## src/rtl/decade_timer_ctrl.sv

```systemverilog
// -----------------------------------------------------------------------------
// decade_timer_ctrl
//   Run/stop/preset controller for a cascade of DIGITS decade (BCD) counters.
//   A clock prescaler produces count ticks; the controller turns each tick into
//   per-digit enables with ripple-free carry decode. It stops counting exactly
//   when the cascade equals the BCD target and then pulses done.
//   Digit 0 is the least significant; digit i sits on bus bits [4i+3:4i].
//
// Ports
//   clock       rising-edge clock
//   reset_n     asynchronous active-low reset
//   start       start / resume request (level, sampled every cycle)
//   stop        pause request
//   clear       load all digits with 0 and return to IDLE
//   preset_we   load all digits with preset (IDLE or DONE only)
//   preset      BCD preset value
//   target      BCD stop value
//   cnt_dout    concatenated digit outputs
//   cnt_enable  per-digit count enable (combinational)
//   cnt_load    per-digit synchronous load, all bits equal (registered)
//   cnt_din     load data for the digits (registered)
//   busy        high in RUN or PAUSE
//   done        one-cycle pulse on entry to DONE
//   err         one-cycle pulse when start is rejected for a non-BCD target
// -----------------------------------------------------------------------------
module decade_timer_ctrl #(
    parameter int DIGITS   = 4,
    parameter int PRESCALE = 10,
    parameter int PW       = 4
) (
    input  logic                  clock,
    input  logic                  reset_n,
    input  logic                  start,
    input  logic                  stop,
    input  logic                  clear,
    input  logic                  preset_we,
    input  logic [4*DIGITS-1:0]   preset,
    input  logic [4*DIGITS-1:0]   target,
    input  logic [4*DIGITS-1:0]   cnt_dout,
    output logic [DIGITS-1:0]     cnt_enable,
    output logic [DIGITS-1:0]     cnt_load,
    output logic [4*DIGITS-1:0]   cnt_din,
    output logic                  busy,
    output logic                  done,
    output logic                  err
);

    typedef enum logic [1:0] {
        IDLE  = 2'd0,
        RUN   = 2'd1,
        PAUSE = 2'd2,
        DONE  = 2'd3
    } state_t;

    localparam logic [PW-1:0] LastCount = PW'(PRESCALE - 1);

    state_t                stateQ, stateD;
    logic [PW-1:0]         prescaleQ, prescaleD;
    logic                  loadQ, loadD;
    logic [4*DIGITS-1:0]   dinQ, dinD;
    logic                  doneQ, doneD;
    logic                  errQ, errD;

    logic                  tick;
    logic                  match;
    logic                  targetBad;
    logic                  carry;

    assign tick  = (prescaleQ == LastCount);
    assign match = (cnt_dout == target);

    // Any target nibble above 9 is not a reachable BCD value.
    always_comb begin
        targetBad = 1'b0;
        for (int i = 0; i < DIGITS; i++) begin
            if (target[4*i +: 4] > 4'd9) targetBad = 1'b1;
        end
    end

    // Digit i counts on a tick only when every lower digit is about to wrap
    // 9->0, so the whole cascade advances by exactly one in a single cycle.
    // A matching cascade never gets an enable, which prevents overshoot.
    always_comb begin
        cnt_enable = '0;
        carry      = (stateQ == RUN) && tick && !match;
        for (int i = 0; i < DIGITS; i++) begin
            cnt_enable[i] = carry;
            carry         = carry && (cnt_dout[4*i +: 4] == 4'd9);
        end
    end

    // Next state. Request priority is clear > stop > start > preset_we, and a
    // target match in RUN ranks just below clear so the timer never runs past
    // the target even when a pause is requested in the same cycle.
    always_comb begin
        // NOTE: every signal gets a default before any branch, so no path can
        // leave one unassigned and infer a latch.
        stateD    = stateQ;
        prescaleD = prescaleQ;
        loadD     = 1'b0;
        dinD      = '0;
        doneD     = 1'b0;
        errD      = 1'b0;

        // The prescaler only moves in RUN, so PAUSE resumes on the same phase.
        if (stateQ == RUN) begin
            prescaleD = tick ? '0 : prescaleQ + 1'b1;
        end

        if (clear) begin
            loadD  = 1'b1;
            dinD   = '0;
            stateD = IDLE;
        end else if (stateQ == RUN && match) begin
            stateD = DONE;
            doneD  = 1'b1;
        end else if (stop) begin
            if (stateQ == RUN) stateD = PAUSE;
        end else if (start) begin
            case (stateQ)
                IDLE, DONE: begin
                    if (targetBad) begin
                        errD = 1'b1;
                    end else begin
                        stateD    = RUN;
                        prescaleD = '0;
                    end
                end
                PAUSE:   stateD = RUN;
                default: ;
            endcase
        end else if (preset_we && (stateQ == IDLE || stateQ == DONE)) begin
            loadD  = 1'b1;
            dinD   = preset;
            stateD = IDLE;
        end
    end

    always_ff @(posedge clock or negedge reset_n) begin
        if (!reset_n) begin
            stateQ    <= IDLE;
            prescaleQ <= '0;
            loadQ     <= 1'b0;
            dinQ      <= '0;
            doneQ     <= 1'b0;
            errQ      <= 1'b0;
        end else begin
            // NOTE: non-blocking assignments so every register samples the
            // values from before this edge, independent of statement order.
            stateQ    <= stateD;
            prescaleQ <= prescaleD;
            loadQ     <= loadD;
            dinQ      <= dinD;
            doneQ     <= doneD;
            errQ      <= errD;
        end
    end

    assign cnt_load = {DIGITS{loadQ}};
    assign cnt_din  = dinQ;
    assign busy     = (stateQ == RUN) || (stateQ == PAUSE);
    assign done     = doneQ;
    assign err      = errQ;

endmodule
```

## config.mk

```make
export PLATFORM = sky130hd
export DESIGN_NAME = decade_timer_ctrl
export DESIGN_NICKNAME = d
export VERILOG_FILES = /design/src/rtl/decade_timer_ctrl.sv
export SDC_FILE = /design/constraint.sdc
export NUM_CORES = 1
export LEC_CHECK = 0
export CAP_MARGIN = 20
export CORE_MARGIN = 2
export CORE_UTILIZATION = 39
export CTS_CLUSTER_SIZE = 20
export DETAILED_ROUTE_END_ITERATION = 10
export PLACE_DENSITY = 0.94
export SYNTH_ARGS = -nofsm -noshare
export SYNTH_HDL_FRONTEND = slang
export SYNTH_SLANG_ARGS = --single-unit
```

## constraint.sdc

```tcl
create_clock -name clock -period 4.9 [get_ports clock]
set_input_delay 0.98 -clock clock [delete_from_list [all_inputs] [get_ports clock]]
set_output_delay 0.98 -clock clock [all_outputs]
set_load 0.05 [all_outputs]
```

# Yosys cells after proc, flatten, opt, wreduce, memory -nomap -nowiden

Index checks and enable logic that the tools add are counted.
W data, S select, Z words.

Register bits: 25
Bits in latches: 0
Memory bits (writable): 0
Memory bits (read-only): 0
Output and inout port bits: 27
Memories: 0

Add/subtract/negate cells: 1
Multiply operators: 0
Div/mod/pow operators: 0
Magnitude comparators: 4
Equal/unequal tests: 11
Shift-type cells: 0
Muxes and demuxes: 38
Bitwise gates (word level): 0
Reductions and logical operators: 14

Operators by type and width:

| operator              | count |
|---|---|
| $mux W16              | 5 |
| $mux W4               | 8 |
| $mux W1               | 17 |
| $eq A16 B16 Y1        | 1 |
| $eq A4 B4 Y1 const B  | 4 |
| $gt A4 B4 Y1 const B  | 4 |
| $mux W2               | 7 |
| $logic_and A1 B1 Y1   | 7 |
| $ne A6 B1 Y1 const B  | 1 |
| $ne A6 B6 Y1 const B  | 1 |
| $reduce_bool A5 Y1    | 1 |
| $add A4 B1 Y4 const B | 1 |
| $eq A2 B2 Y1 const B  | 2 |
| $ne A4 B1 Y1 const B  | 1 |
| $pmux W2 S2           | 1 |
| $reduce_and A4 Y1     | 1 |
| $eq A2 B1 Y1 const B  | 1 |
| $logic_not A2 Y1      | 1 |
| $logic_or A1 B1 Y1    | 2 |
| $reduce_or A2 Y1      | 1 |
| $logic_not A1 Y1      | 1 |

# Logic depth before layout (Yosys ltp)

Gate-level depths: netlist of run 1.

Depth after elaboration: 11
Gate-level depth with buffers: 8

# Worst setup path before layout of run 1

OpenSTA, ideal clock, no wires.

Path type: in2out
Start point: input cnt_dout[15]
End point: output cnt_enable[2]
Data arrival time: 2.951 ns
Path slack: 0.969 ns
Stages on the path: 5
Cells stage by stage: xnor2_1 nand4_1 nor4_4 or4_4 nor3_1

Word-level cells in the longest chain between the ends: 5

Ends and longest elaborated chain:

| element                           | RTL line | source |
|---|---|---|
| start: declaration                | 39       | `input logic [4*DIGITS-1:0] cnt_dout,` |
| $eq A16 B16 Y1                    | 70       | `assign match = (cnt_dout == target);` |
| $logic_not A1 Y1                  | 85       | `carry = (stateQ == RUN) && tick && !match;` |
| $logic_and A1 B1 Y1               | 85       |  |
| $logic_and A1 B1 Y1 (2 in series) | 88       | `carry = carry && (cnt_dout[4*i +: 4] == 4'd9);` |
| end: declaration                  | 40       | `output logic [DIGITS-1:0] cnt_enable,` |

No other way between the ends.

# Worst setup path after layout of run 1

Start point: input cnt_dout[1]
End point: output cnt_enable[3]

Word-level cells in the longest chain between the ends: 6
Elaborated cells on any way between the ends: 7

Ends and longest elaborated chain:

| element                             | RTL line |
|---|---|
| $eq A16 B16 Y1                      | 70 |
| $logic_not A1 Y1                    | 85 |
| $logic_and A1 B1 Y1                 | 85 |
| $logic_and A1 B1 Y1 * (3 in series) | 88 |

Mark *: on every way between the ends. The rest lies on a longest branch, timed or not.

==> impl_metrics.csv, run 1 <==
group,metric,value,unit
clock_tree,clock_path_buffers,2,
yosys,syn-cell-area,1300,um2
clock_tree,cts_sinks,25,
sta,finalCritPeriodShare,92.0,%
placed_design,hpwl,2.95,mm
outcome,status,"finished, final reports clean",
floorplanning,die_area,3800,um2
final_layout,fin_area,2170,um2
detailed_routing,detail-route-antenna-nets,0,
floorplanning,std_cell_rows,20,
placed_design,place_ws,0.407,ns
yosys,synth_fp_nets,182,
yosys,synth_cell_type_count,33,
sta,max_freq,222,MHz
global_route,antenna_found_initial,0,
worst_setup_path,start_kind,"input port",
sta,worstMarginPinSlew,0.533,ns
worst_setup_path,critPathMaxFanout,7,
yosys,synthArstFlopShare,100,%
detailed_routing,wl,3.51,mm
global_route,grt_pass1_wl,4.92,mm
final_layout,postLayoutCoreUtil,69.9,%
detailed_routing,first_iter_violations,39,
worst_setup_path,required,3.92,ns
final_layout,fin_cells,250,
final_layout,register_area,626,um2
detailed_routing,num_vias,1205,
worst_setup_path,end_kind,"output port",
clock_tree,clk_latency,0.30,ns
final_layout,drive_above_1_share,4.37,%
clock_tree,htreeDepth,1,
sta,holdWs,0.512,ns
final_layout,fillCellCount,237,
yosys,synth-edff-count,0,
yosys,yosysSeqAreaShare,48.2,%
clock_tree,cts_made_buffers,3,
yosys,synth_area_per_cell,10.2,um2
yosys,synth_cells,127,
final_layout,syn2layout_area_growth,67.1,%
pwr,p_per_area,232,nW/um2
sta,setup_violations,0,
sta,fin_skew,0.00268,ns
placed_design,place_area,2110,um2
pwr,finalPower,0.504,mW
sta,hold_viol_final,0,
yosys,ys_ff_latch,25,
placed_design,io_buffers,80,
yosys,synth_commonest_cells,"25 x dfrtp_1, 17 x xnor2_1, 16 x and2_1, 9 x nor2_1, 8 x o21ai_0",
yosys,ys.flop_type,"dfrtp_1",
yosys,synth_top_area_share,48.2,%
final_layout,diodes,0,
sta,rsz0062_at_grt,"false",
clock_tree,post_cts_resized,0,
detailed_routing,drc,0,
yosys,synth_warnings,0,
floorplanning,die-width,61.7,um
placed_design,dp.cells,245,
detailed_routing,firstDrtPassIters,4,
detailed_routing,avgRoutedWirePerCell,14.0,um
sta,maxSlewHeadroom,64.4,%
floorplanning,core-area,3100,um2
final_layout,multi_input_area,614,um2
clock_tree,cts_tree,"done",
sta,fin_crit,4.51,ns
sta,slew_viol_final,0,
clock_tree,clkTransAtPathRegs,0.11,ns
yosys,yosysMostFrequentCell,"dfrtp_1",
global_route,grt_overflow_total,0,
clock_tree,cts.hold.buffers_added,0,
floorplanning,die_h,61.7,um
min_path,hold_class,"flop to flop",
pwr,leakagePower,0.881,nW
worst_setup_path,critPathKind,"input port to output port",
sta,tns,0,ns
floorplanning,ios,81,
global_route,grt_max_degree,26,
worst_setup_path,arrival,3.53,ns
pwr,ir_drop,0.204,mV
global_route,global_route.usage.total,17.6,%
floorplanning,initial_core_util,41.8,%
final_layout,nNetsFinal,262,
sta,setup_slack,0.393,ns
yosys,yosysTopAreaCell,"dfrtp_1",
placed_design,place_congestion,0.848,
detailed_routing,via_per_inst,4.82,
clock_tree,cts_setup_buffers,0,
flow_run,cap_violations,0,
clock_tree,cts_root_buf,"clkbuf_4",
yosys,synthTopCellsByArea,"dfrtp_1 48%, xnor2_1 11%, and2_1 7.7%, o21ai_0 3.1%, nor2_1 2.6%",
global_route,grt_pass1_vias,1123,
cell usage in the layout (no fill, tap or decap), types with 2 or more instances in the layout:
cell / netlist / layout
a21oi_1: 5 / 5
and2_1: 16 / 16
clkbuf_4: 0 / 3
clkdlybuf4s50_1: 0 / 80
dfrtp_1: 25 / 25
inv_1: 5 / 5
nand2_1: 5 / 5
nand2b_1: 2 / 2
nand3_1: 4 / 4
nand4_1: 5 / 5
nor2_1: 9 / 9
nor3_1: 2 / 2
o21ai_0: 8 / 8
xnor2_1: 17 / 17
final timing paths:
kind                                  startpoint                     to  slack [ns]  cells after the start
max                                  cnt_dout[1]          cnt_enable[3]        0.39                      7
min                        stateQ[0]$_DFFE_PN0P_  stateQ[0]$_DFFE_PN0P_        0.51                      1
max reg2reg                stateQ[0]$_DFFE_PN0P_   cnt_din[5]$_DFF_PN0_        3.14                      5
min reg2reg                stateQ[0]$_DFFE_PN0P_  stateQ[0]$_DFFE_PN0P_        0.51                      1
max in group asynchronous                reset_n         done$_DFF_PN0_        3.50                      2
min in group asynchronous                reset_n   cnt_din[0]$_DFF_PN0_        0.97                      1
sequential cells by signal (all words and copies together), names as in the netlist:
name and flops:
cnt_din 16, done 1, stateQ 2, prescaleQ 4, loadQ 1, err 1
critical path, cell delays in order:
cell             delay, ns
clkdlybuf4s50_1       0.45
xnor2_1               0.16
nand4_1               0.15
nor4_4                0.09
or4_4                 0.55
nor4_2                0.27
clkdlybuf4s50_1       0.86
routing by layer:
layer	global-route usage (%)	up-vias	wire length (um)
met3	5.46	6	156
met2	29.8	36	1960
li1	-	591	-
met5	0	-	0
met1	21.5	572	1330
met4	5.17	0	64
cell type report:
class / count / share of cell area [%]
repair buffers: 81 / 38.2
flip-flops and latches: 25 / 28.9
multi-input cells: 91 / 28.3
well taps: 44 / 2.54
clock buffers: 4 / 1.21
inverters: 5 / 0.866
cell families (layout without fill, tap and decap cells):
group	Yosys count	count (layout)	synth area share [%]
AOI/OAI and AO/OA	20	20	9.55
xor gates and xnor gates	18	18	12.2
adders and majority gates	1	1	0.964
buffers and inverters	11	90	4.44
DFF	25	25	48.2
and+or+nand+nor	52	52	24.7
power breakdown:
| group | internal [mW] | switching (mW) |
|---|---|---|
| clock | 0.0317 | 0.0532 |
| combinational | 0.0899 | 0.0834 |
| sequential | 0.227 | 0.0190 |
Note: power is estimated with default switching activity, not from simulation.
==> inputs of run 2 (changes only) <==
- CORE_UTILIZATION: 39 -> 33
- PLACE_DENSITY: 0.94 -> 0.86
- RECOVER_POWER: unset -> 25
- clock period: 4.9 -> 4.1 ns (I/O delays scaled with it)
==> impl_metrics.csv, run 2 (synthesis gave the netlist of run 1 again) <==
group,metric,value,unit
outcome,status,"finished, final reports clean",
global_route,antenna_found_initial,0,
sta,fin_crit,3.61,ns
pwr,power_frac_comb,32.1,%
placed_design,hpwl,2.85,mm
worst_setup_path,arrival,2.79,ns
sta,fin_skew,0.00704,ns
clock_tree,htreeDepth,1,
clock_tree,clk_latency,0.27,ns
placed_design,io_buffers,80,
flow_run,cap_violations,0,
floorplanning,die-width,66.7,um
detailed_routing,drc,0,
worst_setup_path,critPathKind,"input port to output port",
floorplanning,initial_core_util,34.9,%
clock_tree,post_cts_resized,0,
final_layout,syn2layout_area_growth,68.3,%
clock_tree,cts_setup_buffers,0,
pwr,finalPower,0.636,mW
sta,worstMarginPinSlew,1.11,ns
final_layout,largest_reg_flops,16,
pwr,pwr-share-clk,21.9,%
placed_design,place_congestion,0.819,
final_layout,nNetsFinal,262,
clock_tree,cts_root_buf,"clkbuf_8",
clock_tree,cts_tree,"done",
pwr,internal_power,0.445,mW
global_route,global_route.usage.total,15.4,%
floorplanning,ios,81,
detailed_routing,avgRoutedWirePerCell,13.3,um
detailed_routing,first_iter_violations,74,
sta,setup_violations,0,
global_route,grt_pass1_vias,1108,
detailed_routing,firstDrtPassIters,4,
floorplanning,die_h,66.7,um
sta,hold_viol_final,0,
final_layout,postLayoutCoreUtil,58.8,%
sta,rsz0062_at_grt,"false",
final_layout,final_cell_mix,"75 x clkdlybuf4s50_1, 25 x dfrtp_1, 17 x xnor2_1, 16 x and2_1, 9 x nor2_1",
detailed_routing,num_vias,1182,
clock_tree,cts_sinks,25,
worst_setup_path,end_kind,"output port",
min_path,hold_class,"flop to flop",
pwr,switching_share,30.0,%
global_route,grt_pass1_wl,4.99,mm
worst_setup_path,required,3.28,ns
worst_setup_path,start_kind,"input port",
pwr,p_per_area,291,nW/um2
detailed_routing,wl,3.38,mm
sta,max_freq,277,MHz
sta,slew_viol_final,0,
final_layout,drive_above_1_share,5.83,%
floorplanning,core-area,3720,um2
floorplanning,std_cell_rows,22,
clock_tree,clock_path_buffers,2,
worst_setup_path,critPathMaxFanout,7,
clock_tree,cts.hold.buffers_added,0,
pwr,leakagePower,0.891,nW
clock_tree,cts_made_buffers,3,
detailed_routing,detail-route-antenna-nets,0,
detailed_routing,via_per_inst,4.65,
global_route,grt_max_degree,26,
final_layout,final_common_cell,"clkdlybuf4s50_1",
sta,maxSlewHeadroom,26.1,%
global_route,grt_overflow_total,0,
sta,finalCritPeriodShare,87.9,%
pwr,seq_power_share,46.1,%
sta,tns,0,ns
final_layout,diodes,0,
pwr,ir_drop,0.237,mV
clock_tree,clkTransAtPathRegs,0.07,ns
floorplanning,die_area,4450,um2
pwr,switchingPower,0.191,mW
sta,holdWs,0.506,ns
==> run 2: cell count changes in the layout (fill, tap and decap cells not counted), sizes merged <==
| cell | before | now |
|---|---|---|
| buf | 1 | 4 |
| clkbuf | 4 | 5 |
| clkdlybuf4s50 | 80 | 75 |
| dlygate4sd3 | 0 | 1 |
==> run 2: worst paths after layout <==
check | from | end | slack, ns | depth (start not counted)
worst max-delay path | target[1] | cnt_enable[3] | 0.49 | 7
worst min-delay path | stateQ[0]$_DFFE_PN0P_ | stateQ[0]$_DFFE_PN0P_ | 0.51 | 1
worst max register to register | stateQ[0]$_DFFE_PN0P_ | stateQ[0]$_DFFE_PN0P_ | 2.38 | 6
worst min register to register | stateQ[0]$_DFFE_PN0P_ | stateQ[0]$_DFFE_PN0P_ | 0.51 | 1
max in group asynchronous | reset_n | done$_DFF_PN0_ | 2.02 | 2
min in group asynchronous | reset_n | loadQ$_DFF_PN0_ | 0.82 | 1
==> run 2: power by group through the flow <==
stage | Combinational, mW | Clock [mW] | Sequential [mW]
floorplan | 0.102 | 0 | 0.305
global placement | 0.197 | 0 | 0.297
detailed placement | 0.202 | 0 | 0.299
CTS | 0.205 | 0.144 | 0.294
global route | 0.222 | 0.154 | 0.298
finish | 0.204 | 0.139 | 0.293
==> run 2: layout make-up <==
type	count	area (um2)
Clock buffer	4	45.0
Fill cell	329	1530
Inverter	5	18.8
Multi-Input combinational cell	91	614
Sequential cell	25	626
Tap cell	48	60.1
Timing Repair Buffer	81	820
==> run 2: through the flow <==
| step | cell area (um2) | instances | setup slack, ns |
|---|---|---|---|
| finish | 2180 | 254 | 0.495 |
| global route | 2180 | 254 | 0.422 |
| CTS | 2180 | 253 | 0.490 |
| detailed placement | 2130 | 249 | 0.482 |
| global placement | 2130 | 249 | 0.523 |
| floorplan | 1300 | 127 | 0.489 |
==> run 2: metal layers <==
layer  part of all wire [%]  vias up  GRT usage [%]
met3                    3.5        6           3.89
met4                    1.9        0           6.63
met1                     38      562           17.9
li1                       -      592              -
met5                      0        -              0
met2                     57       22           26.6
==> run 2: critical path: stages <==
cell and delay [ns]:
clkdlybuf4s50_1 0.44, xnor2_1 0.16, nand4_1 0.15, nor4_4 0.09, or4_4 0.55, nor4_2 0.39
buf_12 0.18
